File: src/rtl/sram_bist_ctrl.sv
// sram_bist_ctrl
//   March C- built-in self-test controller for a single-port SRAM with
//   registered read data. It owns the SRAM pins while a test runs. At all
//   other times it passes the functional port straight through.
//
//   March sequence ("0" = DATA_BG, "1" = ~DATA_BG):
//     M0 up(w0)  M1 up(r0,w1)  M2 up(r1,w0)
//     M3 down(r0,w1)  M4 down(r1,w0)  M5 up(r0)
//
// Ports
//   clk, rst            clock (rising edge), synchronous active-high reset
//   bist_start          start pulse, honoured only when not busy
//   bist_busy           test in progress (M0..DRAIN)
//   bist_done           test finished; held until next start or reset
//   bist_fail           sticky mismatch flag for the current run
//   fail_addr/fail_elem address and March element (1..5) of first mismatch
//   func_*              functional SRAM port (dropped while busy)
//   func_dout           SRAM read data, always forwarded
//   mem_*               SRAM pins
module sram_bist_ctrl #(
  parameter int MEM_DEPTH = 1024,
  parameter int MEM_WIDTH = 8,
  parameter int MEM_BITW  = 10,
  parameter logic [MEM_WIDTH-1:0] DATA_BG = {MEM_WIDTH{1'b0}}
) (
  input  logic                 clk,
  input  logic                 rst,
  input  logic                 bist_start,
  output logic                 bist_busy,
  output logic                 bist_done,
  output logic                 bist_fail,
  output logic [MEM_BITW-1:0]  fail_addr,
  output logic [2:0]           fail_elem,
  input  logic                 func_csn,
  input  logic                 func_we,
  input  logic [MEM_BITW-1:0]  func_addr,
  input  logic [MEM_WIDTH-1:0] func_din,
  output logic [MEM_WIDTH-1:0] func_dout,
  output logic                 mem_csn,
  output logic                 mem_we,
  output logic [MEM_BITW-1:0]  mem_addr,
  output logic [MEM_WIDTH-1:0] mem_din,
  input  logic [MEM_WIDTH-1:0] mem_dout
);

  typedef enum logic [3:0] {
    S_IDLE, S_M0, S_M1, S_M2, S_M3, S_M4, S_M5, S_DRAIN, S_DONE
  } state_t;

  localparam logic [MEM_BITW-1:0]  LAST_ADDR = MEM_BITW'(MEM_DEPTH - 1);
  localparam logic [MEM_WIDTH-1:0] BG0       = DATA_BG;
  localparam logic [MEM_WIDTH-1:0] BG1       = ~DATA_BG;

  state_t               state_reg, state_next;
  logic [MEM_BITW-1:0]  addr_reg, addr_next;
  logic                 wr_phase_reg, wr_phase_next;  // second cycle of a r/w pair

  logic                 fail_reg;
  logic [MEM_BITW-1:0]  fail_addr_reg;
  logic [2:0]           fail_elem_reg;

  // One-deep compare pipeline: what the read issued last cycle should return.
  logic                 cmp_valid_reg;
  logic [MEM_WIDTH-1:0] cmp_exp_reg;
  logic [MEM_BITW-1:0]  cmp_addr_reg;
  logic [2:0]           cmp_elem_reg;

  // Per-cycle controller decode
  logic                 bist_csn, bist_we;
  logic [MEM_WIDTH-1:0] bist_din;
  logic                 rd_issue;
  logic [MEM_WIDTH-1:0] rd_val, wr_val;
  logic [2:0]           elem;
  logic                 down;
  logic                 at_end;
  state_t               elem_next;
  logic [MEM_BITW-1:0]  elem_start;
  logic                 mismatch;

  always_ff @(posedge clk) begin
    if (rst) begin
      state_reg    <= S_IDLE;
      addr_reg     <= '0;
      wr_phase_reg <= 1'b0;
    end else begin
      state_reg    <= state_next;
      addr_reg     <= addr_next;
      wr_phase_reg <= wr_phase_next;
    end
  end

  always_comb begin
    state_next    = state_reg;
    addr_next     = addr_reg;
    wr_phase_next = wr_phase_reg;
    bist_csn      = 1'b1;
    bist_we       = 1'b0;
    bist_din      = BG0;
    rd_issue      = 1'b0;
    rd_val        = BG0;
    wr_val        = BG0;
    elem          = 3'd0;
    down          = 1'b0;
    elem_next     = S_DRAIN;
    elem_start    = '0;

    // Element attributes: expected read, write value, direction, successor.
    case (state_reg)
      S_M1: begin elem = 3'd1; rd_val = BG0; wr_val = BG1; elem_next = S_M2; end
      S_M2: begin elem = 3'd2; rd_val = BG1; wr_val = BG0; elem_next = S_M3;
                  elem_start = LAST_ADDR; end
      S_M3: begin elem = 3'd3; rd_val = BG0; wr_val = BG1; down = 1'b1;
                  elem_next = S_M4; elem_start = LAST_ADDR; end
      S_M4: begin elem = 3'd4; rd_val = BG1; wr_val = BG0; down = 1'b1;
                  elem_next = S_M5; end
      S_M5: begin elem = 3'd5; rd_val = BG0; end
      default: ;
    endcase

    at_end = down ? (addr_reg == '0) : (addr_reg == LAST_ADDR);

    case (state_reg)
      S_IDLE, S_DONE: begin
        if (bist_start) begin
          state_next    = S_M0;
          addr_next     = '0;
          wr_phase_next = 1'b0;
        end
      end
      S_M0: begin
        bist_csn = 1'b0;
        bist_we  = 1'b1;
        bist_din = BG0;
        if (at_end) begin
          state_next = S_M1;
          addr_next  = '0;
        end else begin
          addr_next = addr_reg + 1'b1;
        end
      end
      S_M1, S_M2, S_M3, S_M4: begin
        bist_csn = 1'b0;
        if (!wr_phase_reg) begin
          rd_issue      = 1'b1;
          wr_phase_next = 1'b1;
        end else begin
          bist_we       = 1'b1;
          bist_din      = wr_val;
          wr_phase_next = 1'b0;
          if (at_end) begin
            state_next = elem_next;
            addr_next  = elem_start;
          end else begin
            addr_next = down ? addr_reg - 1'b1 : addr_reg + 1'b1;
          end
        end
      end
      S_M5: begin
        bist_csn = 1'b0;
        rd_issue = 1'b1;
        if (at_end) state_next = S_DRAIN;
        else        addr_next  = addr_reg + 1'b1;
      end
      S_DRAIN: state_next = S_DONE;
      default: state_next = S_IDLE;
    endcase
  end

  assign mismatch = cmp_valid_reg && (mem_dout != cmp_exp_reg);

  always_ff @(posedge clk) begin
    if (rst) begin
      fail_reg      <= 1'b0;
      fail_addr_reg <= '0;
      fail_elem_reg <= 3'd0;
      cmp_valid_reg <= 1'b0;
      cmp_exp_reg   <= '0;
      cmp_addr_reg  <= '0;
      cmp_elem_reg  <= 3'd0;
    end else begin
      cmp_valid_reg <= rd_issue;
      cmp_exp_reg   <= rd_val;
      cmp_addr_reg  <= addr_reg;
      cmp_elem_reg  <= elem;
      if ((state_reg == S_IDLE || state_reg == S_DONE) && bist_start) begin
        fail_reg      <= 1'b0;
        fail_addr_reg <= '0;
        fail_elem_reg <= 3'd0;
      end else if (mismatch) begin
        fail_reg <= 1'b1;
        if (!fail_reg) begin
          fail_addr_reg <= cmp_addr_reg;
          fail_elem_reg <= cmp_elem_reg;
        end
      end
    end
  end

  assign bist_busy = (state_reg != S_IDLE) && (state_reg != S_DONE);
  assign bist_done = (state_reg == S_DONE);
  assign bist_fail = fail_reg;
  assign fail_addr = fail_addr_reg;
  assign fail_elem = fail_elem_reg;
  assign func_dout = mem_dout;

  // Functional traffic is simply dropped while the test owns the SRAM.
  assign mem_csn  = bist_busy ? bist_csn : func_csn;
  assign mem_we   = bist_busy ? bist_we  : func_we;
  assign mem_addr = bist_busy ? addr_reg : func_addr;
  assign mem_din  = bist_busy ? bist_din : func_din;

endmodule
File: config.mk
export PLATFORM = sky130hd
export DESIGN_NAME = sram_bist_ctrl
export DESIGN_NICKNAME = d
export VERILOG_FILES = /design/src/rtl/sram_bist_ctrl.sv
export SDC_FILE = /design/constraint.sdc
export NUM_CORES = 1
export LEC_CHECK = 0
export BUFFER_PORTS_ARGS = -buffer_cell sky130_fd_sc_hd__buf_4
export CORE_MARGIN = 10
export CORE_UTILIZATION = 45
export CTS_BUF_LIST = sky130_fd_sc_hd__clkbuf_16
export DETAILED_ROUTE_END_ITERATION = 6
export GPL_ROUTABILITY_DRIVEN = 0
export GPL_TIMING_DRIVEN = 1
export HOLD_SLACK_MARGIN = 0.03
export PLACE_DENSITY = 0.76
export SLEW_MARGIN = 20
export SYNTH_ARGS = -nofsm -noshare
export SYNTH_HDL_FRONTEND = slang
export SYNTH_SLANG_ARGS = --single-unit
File: constraint.sdc
create_clock -name clk -period 3.45 [get_ports clk]
set_clock_uncertainty 0.15 [all_clocks]
set_input_delay 0.8625 -clock clk [delete_from_list [all_inputs] [get_ports clk]]
set_output_delay 0.8625 -clock clk [all_outputs]
set_load 0.05 [all_outputs]
==> summary.txt, run 1 <==
STATUS
-------------------------------------------------------------------------------------------------
Run status                                                                           finished, final reports clean

YOSYS
-------------------------------------------------------------------------------------------------
Number of register bits inferred by synthesis                                                  44
Sequential-to-total area share from yosys stat                                              0.324
Post-synth EDFFs                                                                                0
Async S/R FF share, synth                                                                       0
Mean area per synthesized cell                                                         8.23 sq um
Post-Syn Instances                                                                            331
Synth Cell Area                                                                        2720 sq um
Number of distinct library cell variants in the gate-level netlist after synthesis             56
Commonest register cell after synthesis                                              sky130_fd_sc_hd__dfxtp_1
Synthesized Nets                                                                              365
Ys Warns                                                                                        0

STA
-------------------------------------------------------------------------------------------------
Minimum clock period after layout                                                         3250 ps
Rel. slew slack                                                                             0.553
Final number of setup-violating endpoints                                                       0
Transition time of the tightest slew-check pin                                             665 ps
Max Transition Viols Final                                                                      0
Final-layout setup total negative slack                                                      0 ps
Final Hold Fails                                                                                0
Max Clk Rate                                                                              308 MHz
Unrepaired setup endpoints after global routing                                             false
Share of the clock period used by the worst path after layout                               0.942

PLACE
-------------------------------------------------------------------------------------------------
Total placed instance area                                                             3270 sq um
Half-perimeter wire length after detailed placement                                  5700 microns
Total of buffers placed on input and output ports                                              74

POWER AND IR DROP
-------------------------------------------------------------------------------------------------
Power density over the cells                                                          422 nW/um^2
Largest vdd supply drop                                                                    299 uV
Leakage power                                                                             1.46 nW

MIN PATH
-------------------------------------------------------------------------------------------------
Path class of the lowest-slack min-delay path                                        flop to flop

CLOCK NETWORK
-------------------------------------------------------------------------------------------------
Clock-pin slew on the worst setup and hold paths                                            60 ps
TritonCTS clock tree                                                                         done
Root Buffer Master                                                                   sky130_fd_sc_hd__clkbuf_16
TritonCTS Buffers                                                                               5
Number of setup buffers added after CTS                                                         0
CTS sink count                                                                                 44
Count of H-tree levels built during CTS                                                         2
Max Buffers Root-to-Sink                                                                        2
Insertion delay of the later-clocked pin in the worst-skew pair                            290 ps

FLOORPLAN
-------------------------------------------------------------------------------------------------
Die width                                                                            97.8 microns
Die Y                                                                                97.8 microns
Number of top-level design ports                                                               75
Effective utilization at floorplan                                                          0.463
Floorplan Core Area                                                                    5890 sq um
Die Footprint                                                                          9560 sq um
Site Rows                                                                                      28

GLOBAL ROUTE
-------------------------------------------------------------------------------------------------
Global-route wire length before repair                                               12500 microns
Number of global-route vias before repair                                                    2490
Pin count of the biggest net entering global routing                                           22
Overall overflow remaining after global route                                                   0
Combined global-route utilization of all metal layers                                       0.152
Initial antenna violation count                                                                 0

JOB
-------------------------------------------------------------------------------------------------
Total of max-cap violations                                                                     0

FINISH
-------------------------------------------------------------------------------------------------
Share of cells above drive strength 1                                                       0.302
Post-layout instance area                                                              3450 sq um
Post-layout net count                                                                         420
Commonest cells after routing, fill and taps aside                                   sky130_fd_sc_hd__buf_4 (84), sky130_fd_sc_hd__dfxtp_1 (43), sky130_fd_sc_hd__nor2_1 (32)
Area Overhead vs Synth                                                                      26.6%
Inserted Diodes                                                                                 0
Most common cell after layout, fill and taps aside                                   sky130_fd_sc_hd__buf_4

SETUP PATH
-------------------------------------------------------------------------------------------------
Critical path startpoint category                                                            flop
Maximum fanout count along the critical path                                                   14
Critical path capture point type                                                      output port
Data required time of the critical path                                                   2440 ps
Critical Path AT                                                                          2240 ps
Critical path type                                                                   flop to output port
Slack of the worst reg-to-reg path                                                         520 ps

DETAILED ROUTING
-------------------------------------------------------------------------------------------------
Vias per inst                                                                                5.54
First drt pass iteration count                                                                  4
Remaining design rule violation count                                                           0
Routed len/inst                                                                      16.4 microns
Overall routed net length                                                            7590 microns
DRC marker count from the first detailed-route iteration                                      281
Final ANT Viol Nets                                                                             0
Vias                                                                                         2561

## worst max-delay path, stage by stage (launching register included)
cell and delay, ps:
sky130_fd_sc_hd__dfxtp_1 640, sky130_fd_sc_hd__xor2_1 390, sky130_fd_sc_hd__nand2b_1 210, sky130_fd_sc_hd__nor3b_1 230, sky130_fd_sc_hd__buf_4 180, sky130_fd_sc_hd__a21o_1 100
sky130_fd_sc_hd__buf_4 190
## logic make-up after synthesis
| group | count (synthesis) | synth area share |
|---|---|---|
| XOR/XNOR | 9 | 0.0290 |
| AO/OA/AOI/OAI | 67 | 0.180 |
| multiplexers | 27 | 0.103 |
| flip-flops | 44 | 0.324 |
| adder cells (fa/ha/maj) | 3 | 0.0138 |
| buffers and inverters | 41 | 0.0726 |
| AND/OR/NAND/NOR | 140 | 0.278 |
## metal layers
metal | vias up | routed length (microns) | track usage
li1 | 1282 | - | -
met4 | 0 | 117 | 0.0626
met1 | 1160 | 3330 | 0.193
met2 | 111 | 3540 | 0.243
met3 | 8 | 606 | 0.0331
met5 | - | 0 | 0
## final timing paths
check / start / cells past startpoint / to
max: state_reg[2] / 6 / mem_din[1]
min: bist_fail / 2 / bist_fail
max reg2reg: state_reg[2] / 6 / addr_reg[3]
min reg2reg: bist_fail / 2 / bist_fail
## cell usage after synthesis (2+ instances only)
library cell	n	area, sq um
sky130_fd_sc_hd__or3_1	4	25.0
sky130_fd_sc_hd__nor2b_1	13	81.3
sky130_fd_sc_hd__ha_1	3	37.5
sky130_fd_sc_hd__nand2b_1	7	43.8
sky130_fd_sc_hd__xor2_1	5	43.8
sky130_fd_sc_hd__a2bb2oi_1	2	17.5
sky130_fd_sc_hd__and3_1	2	12.5
sky130_fd_sc_hd__nor4b_1	3	26.3
sky130_fd_sc_hd__nor3_1	15	75.1
sky130_fd_sc_hd__a22o_1	2	17.5
sky130_fd_sc_hd__or2_2	7	43.8
sky130_fd_sc_hd__nor4_1	6	37.5
sky130_fd_sc_hd__inv_1	5	18.8
sky130_fd_sc_hd__buf_4	8	60.1
sky130_fd_sc_hd__nand3_1	10	50.1
sky130_fd_sc_hd__nand2_1	21	78.8
sky130_fd_sc_hd__o211ai_1	2	15.0
sky130_fd_sc_hd__a21oi_1	8	40.0
sky130_fd_sc_hd__buf_1	2	7.51
sky130_fd_sc_hd__mux2i_1	18	180
sky130_fd_sc_hd__o21ai_1	2	10.0
sky130_fd_sc_hd__clkbuf_1	20	75.1
sky130_fd_sc_hd__or4b_4	2	27.5
sky130_fd_sc_hd__buf_2	5	25.0
sky130_fd_sc_hd__nor2_1	32	120
sky130_fd_sc_hd__xnor2_1	4	35.0
sky130_fd_sc_hd__nand4_1	3	18.8
sky130_fd_sc_hd__a211o_1	3	26.3
sky130_fd_sc_hd__a21o_1	12	90.1
sky130_fd_sc_hd__a22oi_1	5	37.5
sky130_fd_sc_hd__dfxtp_1	44	881
sky130_fd_sc_hd__nor3b_1	7	52.6
sky130_fd_sc_hd__mux2_2	9	101
sky130_fd_sc_hd__o21ai_0	14	70.1
sky130_fd_sc_hd__o311ai_0	3	26.3
sky130_fd_sc_hd__and2_1	3	18.8
## power breakdown
group	total [W]	switching (W)	leakage [nW]	internal [W]
Sequential	0.000524	0.0000128	0.355	0.000511
Clock	0.000544	0.000201	0.0804	0.000344
Combinational	0.000386	0.000251	1.03	0.000135
Total	0.00145	0.000464	1.46	0.000991
## metrics by stage
step / total power, W / std cells / hold slack, ps / utilization / setup WS (ps)
finish: 0.00145 / 462 / 319 / 0.586 / 199
CTS: 0.00147 / 462 / 322 / 0.585 / 127
global route: 0.00151 / 462 / 333 / 0.586 / 29.0
floorplan: 0.000801 / 331 / 290 / - / 355
global placement: 0.000917 / 454 / 296 / 0.556 / 543
detailed placement: 0.000921 / 454 / 307 / 0.556 / 449
## layout make-up
| type | count | area, sq um |
|---|---|---|
| clock buffers | 5 | 125 |
| multi-input cells | 246 | 1650 |
| fillers | 533 | 2440 |
| repair buffers | 84 | 631 |
| flip-flops and latches | 44 | 882 |
| inverters | 5 | 18.8 |
| well taps | 75 | 93.8 |
| clock inverters | 3 | 46.3 |
## repair_timing
item                       in CTS  in global routing
hold buffers                    0                  0
setup endpoints to repair       0                  8
resized for setup               0                  1
hold endpoints to repair        0                  0
(Power assumes the default switching activity.)
==> run 2, diff against run 1 <==
- CORE_ASPECT_RATIO: unset -> 1.2
==> run 2 against run 1 <==
Net effect: total power is 1.3% lower; via count is 2.3% higher; highest routed layer unchanged; critical path type unchanged; first-iteration DRC count is 23% higher; largest cell class unchanged; clock-buffer cell count stayed put.
==> summary.txt, run 2 (synthesis gave the netlist of run 1 again) <==
STA
------------------------------------------------------------------------------------
Max Clk Rate                                                                 307 MHz
Hold WS                                                                       313 ps
Max Transition Viols Final                                                         0
Final number of setup-violating endpoints                                          0
Share of the clock period used by the worst path after layout                  0.945
Final-layout setup total negative slack                                         0 ps
Rel. slew slack                                                                0.471
Unrepaired setup endpoints after global routing                                false
Final Hold Fails                                                                   0
Minimum clock period after layout                                            3260 ps
Transition time of the tightest slew-check pin                                787 ps

CLOCK NETWORK
------------------------------------------------------------------------------------
Number of buffers inserted for hold repair after clock tree synthesis              0
Max Buffers Root-to-Sink                                                           2
Root Buffer Master                                                      sky130_fd_sc_hd__clkbuf_16
Clock-pin slew on the worst setup and hold paths                               60 ps
CTS sink count                                                                    44
TritonCTS clock tree                                                            done
TritonCTS Buffers                                                                  5
Insertion delay of the later-clocked pin in the worst-skew pair               280 ps
Count of instances resized after the clock tree is built                           0
Count of H-tree levels built during CTS                                            2
Number of setup buffers added after CTS                                            0

SETUP PATH
------------------------------------------------------------------------------------
Critical path capture point type                                         output port
Maximum fanout count along the critical path                                      14
Most repeated library cell on the critical path                         sky130_fd_sc_hd__buf_4
Worst reg2reg startpoint                                                state_reg[2]
Data required time of the critical path                                      2440 ps
Cell with the largest stage delay on the worst path                     sky130_fd_sc_hd__dfxtp_1
Start point of the critical path                                        state_reg[2]
Slack of the worst reg-to-reg path                                            550 ps
Critical path type                                                      flop to output port
R2R cell count                                                                     5
Critical Path AT                                                             2250 ps
Worst R2R End                                                            addr_reg[8]
Cells along the critical path                                           xor2_1 -> nand2b_1 -> nor3b_1 -> buf_4 -> a21o_1 -> buf_4
Worst setup path endpoint                                                 mem_din[3]
Largest stage delay on the critical path                                      640 ps
Critical path startpoint category                                               flop

DETAILED ROUTING
------------------------------------------------------------------------------------
First drt pass iteration count                                                     5
Vias per inst                                                                   5.57
Final ANT Viol Nets                                                                0
Routed len/inst                                                         16.4 microns
DRC marker count from the first detailed-route iteration                         346
Overall routed net length                                               7690 microns
Remaining design rule violation count                                              0
Vias                                                                            2620

FINISH
------------------------------------------------------------------------------------
Sequential cell area                                                       881 sq um
Area taken by multi-input logic gates                                     1650 sq um
Most common cell after layout, fill and taps aside                      sky130_fd_sc_hd__buf_4
Commonest cells after routing, fill and taps aside                      sky130_fd_sc_hd__buf_4 (85), sky130_fd_sc_hd__dfxtp_1 (44), sky130_fd_sc_hd__nor2_1 (32)
Inserted Diodes                                                                    0
Share of cells above drive strength 1                                          0.299
Post-layout net count                                                            421
Non-Filler Instances                                                             470
Filler instances                                                                 550
Area Overhead vs Synth                                                         26.9%

GLOBAL ROUTE
------------------------------------------------------------------------------------
Met1 Usage GRT                                                                 0.182
Overall overflow remaining after global route                                      0
Initial antenna violation count                                                    0
Combined global-route utilization of all metal layers                          0.154
Pin count of the biggest net entering global routing                              26
GR Util met3                                                                  0.0394
GRT met2 Usage                                                                 0.254
Number of global-route vias before repair                                       2579
Busiest grt layer                                                               met2
Global-route wire length before repair                                  12400 microns

POWER AND IR DROP
------------------------------------------------------------------------------------
Power density over the cells                                             416 nW/um^2
Portion of total power attributed to sequential cells                          0.365
Internal                                                                  0.000984 W
Leakage power                                                                1.47 nW
Switching portion of total power                                               0.315
Clock power frac                                                               0.366
Total power of the final layout                                            0.00144 W
Switching power total                                                     0.000452 W
Logic pwr share                                                                0.269
Largest vdd supply drop                                                       203 uV

PLACE
------------------------------------------------------------------------------------
Half-perimeter wire length after detailed placement                     5620 microns
Total of buffers placed on input and output ports                                 74
Cells after DPL                                                                  462

FLOORPLAN
------------------------------------------------------------------------------------
Die Footprint                                                             9570 sq um
Number of top-level design ports                                                  75
Floorplan Core Area                                                       5970 sq um
Die Y                                                                    105 microns
Die width                                                               91.0 microns
Site Rows                                                                         31
Effective utilization at floorplan                                             0.456

MIN PATH
------------------------------------------------------------------------------------
Path class of the lowest-slack min-delay path                           flop to flop

JOB
------------------------------------------------------------------------------------
Total of max-cap violations                                                        0

STATUS
------------------------------------------------------------------------------------
Run status                                                              finished, final reports clean

## run 2: changes by cell type in the layout (fill, tap and decap cells not counted), sizes merged
cell	before	now
clkinvlp	1	0
buf	84	85
clkinv	0	1
## run 2: layer usage
| layer | up-vias | routed length [microns] |
|---|---|---|
| met3 | 17 | 714 |
| met2 | 160 | 3690 |
| met1 | 1155 | 3080 |
| li1 | 1288 | - |
| met5 | - | 0 |
| met4 | 0 | 206 |
## run 2: layout make-up
class,instances,area share
clock buffer,5,0.0362
clock inverter,3,0.0112
inverter,5,0.00543
multi-input combinational,246,0.478
sequential,44,0.255
tap,82,0.0297
timing repair buffer,85,0.185
## run 2: critical path: cells and delay by family, from the launching register on
kind	cells	cell delay, ps
buffers and inverters	2	380
AO/OA/AOI/OAI	1	110
AND/OR/NAND/NOR	2	430
flip-flops	1	640
XOR/XNOR	1	400
## run 2: how the worst min path moves through the flow
stage                     slack [ps]             from           end  cells after the start
after floorplan                  290  cmp_elem_reg[0]  fail_elem[0]                      2
after global routing             350  cmp_addr_reg[6]  fail_addr[6]                      2
after CTS                        320  cmp_addr_reg[9]  fail_addr[9]                      2
final                            310  cmp_addr_reg[9]  fail_addr[9]                      2
after detailed placement         300  cmp_addr_reg[0]  fail_addr[0]                      2
after global placement           300  cmp_addr_reg[3]  fail_addr[3]                      2
## run 2: metrics by stage
stage / setup WS, ps / util / cell area (sq um)
floorplan: 355 / - / 2720
global placement: 631 / 0.551 / 3290
detailed placement: 542 / 0.551 / 3290
CTS: 202 / 0.578 / 3450
global route: 54.9 / 0.578 / 3450
finish: 188 / 0.578 / 3450
## run 2: power by group through the flow
stage	Clock [W]	Combinational, W	Sequential (W)
floorplan	0	0.000277	0.000524
global placement	0	0.000380	0.000535
detailed placement	0	0.000384	0.000535
CTS	0.000531	0.000387	0.000524
global route	0.000547	0.000405	0.000526
finish	0.000525	0.000386	0.000525
==> run 3, diff against run 2 <==
- REMOVE_ABC_BUFFERS: unset -> 1
==> run 3 against run 2 <==
Net effect: combinational power about the same; core utilization decreased by 0.27 points; maximum frequency increased by 2.6%; cell area decreased by 0.47%; clock power decreased by 14%; clock-buffer cell count unchanged; critical path depth unchanged.
==> summary.txt, run 3 (synthesis gave the netlist of run 1 again) <==
CLOCK NETWORK
------------------------------------------------------------------------------
CTS sink count                                                              44
Max Buffers Root-to-Sink                                                     2
TritonCTS clock tree                                                      done
Root Buffer Master                                                sky130_fd_sc_hd__clkbuf_16
Count of H-tree levels built during CTS                                      2
Insertion delay of the later-clocked pin in the worst-skew pair         290 ps
Clock-pin slew on the worst setup and hold paths                         60 ps
TritonCTS Buffers                                                            5

FINISH
------------------------------------------------------------------------------
Post-layout net count                                                      422
Most common cell after layout, fill and taps aside                sky130_fd_sc_hd__buf_4
Area Overhead vs Synth                                                   26.3%
Inserted Diodes                                                              0
Non-Filler Instances                                                       471
Post-layout instance area                                           3440 sq um
Share of cells above drive strength 1                                    0.303
Commonest cells after routing, fill and taps aside                sky130_fd_sc_hd__buf_4 (86), sky130_fd_sc_hd__dfxtp_1 (43), sky130_fd_sc_hd__nor2_1 (32)
Final core utilization                                                   0.576

STA
------------------------------------------------------------------------------
Minimum clock period after layout                                      3180 ps
Transition time of the tightest slew-check pin                          734 ps
Unrepaired setup endpoints after global routing                          false
Final Hold Fails                                                             0
Max Transition Viols Final                                                   0
Rel. slew slack                                                          0.508
Final-layout setup total negative slack                                   0 ps
Share of the clock period used by the worst path after layout            0.922
Max Clk Rate                                                           314 MHz
Hold WS                                                                 313 ps
Final number of setup-violating endpoints                                    0

DETAILED ROUTING
------------------------------------------------------------------------------
Top Metal Used                                                            met4
Wl on met1                                                        3040 microns
Overall routed net length                                         7550 microns
DRC marker count from the first detailed-route iteration                   195
Met2 WL post-DR                                                   3870 microns
Final ANT Viol Nets                                                          0
Routed len/inst                                                   16.0 microns
Vias per inst                                                             5.51
DR WL met3                                                         457 microns
First drt pass iteration count                                               4
Remaining design rule violation count                                        0
Vias                                                                      2595

GLOBAL ROUTE
------------------------------------------------------------------------------
Pin count of the biggest net entering global routing                        22
Number of global-route vias before repair                                 2558
Initial antenna violation count                                              0
Overall overflow remaining after global route                                0
Combined global-route utilization of all metal layers                    0.154
Global-route wire length before repair                            12400 microns

FLOORPLAN
------------------------------------------------------------------------------
Number of top-level design ports                                            75
Die Y                                                              105 microns
Effective utilization at floorplan                                       0.456
Die Footprint                                                       9570 sq um
Site Rows                                                                   31
Floorplan Core Area                                                 5970 sq um
Die width                                                         91.0 microns

SETUP PATH
------------------------------------------------------------------------------
Critical path capture point type                                   output port
Maximum fanout count along the critical path                                 9
Critical Path AT                                                       2170 ps
Data required time of the critical path                                2440 ps
Critical path startpoint category                                         flop
Critical path type                                                flop to output port

PLACE
------------------------------------------------------------------------------
Half-perimeter wire length after detailed placement               5660 microns
Cells after DPL                                                            463
Total placed instance area                                          3300 sq um
Total of buffers placed on input and output ports                           74

POWER AND IR DROP
------------------------------------------------------------------------------
Leakage power                                                          1.47 nW
Largest vdd supply drop                                                 257 uV
Power density over the cells                                       397 nW/um^2

MIN PATH
------------------------------------------------------------------------------
Path class of the lowest-slack min-delay path                     flop to flop

JOB
------------------------------------------------------------------------------
Total of max-cap violations                                                  0

STATUS
------------------------------------------------------------------------------
Run status                                                        finished, final reports clean

## run 3: what timing repair did
action,in CTS,in global routing
gates resized for setup,0,1
endpoints found under the setup margin,0,8
buffers inserted,0,0
hold buffers,0,0
## run 3: area by class of cell
cell class              count  area (sq um)
flip-flops and latches     44           882
clock inverters             3          13.8
well taps                  82           103
inverters                   5          18.8
clock buffers               5           125
repair buffers             86           646
multi-input cells         246          1650
fillers                   570          2530
## run 3: worst max-delay path, cell delays in order (launching register included)
cell	delay, ps
sky130_fd_sc_hd__dfxtp_1	530
sky130_fd_sc_hd__xor2_1	390
sky130_fd_sc_hd__nand2b_1	220
sky130_fd_sc_hd__nor3b_1	270
sky130_fd_sc_hd__buf_4	190
sky130_fd_sc_hd__a21o_1	100
sky130_fd_sc_hd__buf_4	190
## run 3: final timing paths
check	startpoint	endpoint	slack (ps)	cells past startpoint
max reg2reg	state_reg[2]	addr_reg[6]	580	6
max	state_reg[1]	mem_din[0]	270	6
min	bist_fail	bist_fail	310	2
min reg2reg	bist_fail	bist_fail	310	2
## run 3: metrics by stage
step	setup slack, ps	total power, W
4_1_cts	150	0.00137
3_3_place_gp	494	0.000919
5_1_grt	35.3	0.00141
2_1_floorplan	170	0.000767
3_5_place_dp	479	0.000922
6_report	270	0.00136
## run 3: power by group
part	total, W	internal, W	switching, W
Sequential	0.000524	0.000511	0.0000125
Combinational	0.000387	0.000137	0.000251
Clock	0.000453	0.000263	0.000190
Total	0.00136	0.000911	0.000454
## run 3: per-layer routing
layer / vias to the layer above / GRT usage
li1: 1292 / -
met4: 0 / 0.0830
met1: 1192 / 0.177
met3: 21 / 0.0315
met2: 90 / 0.261
met5: - / 0
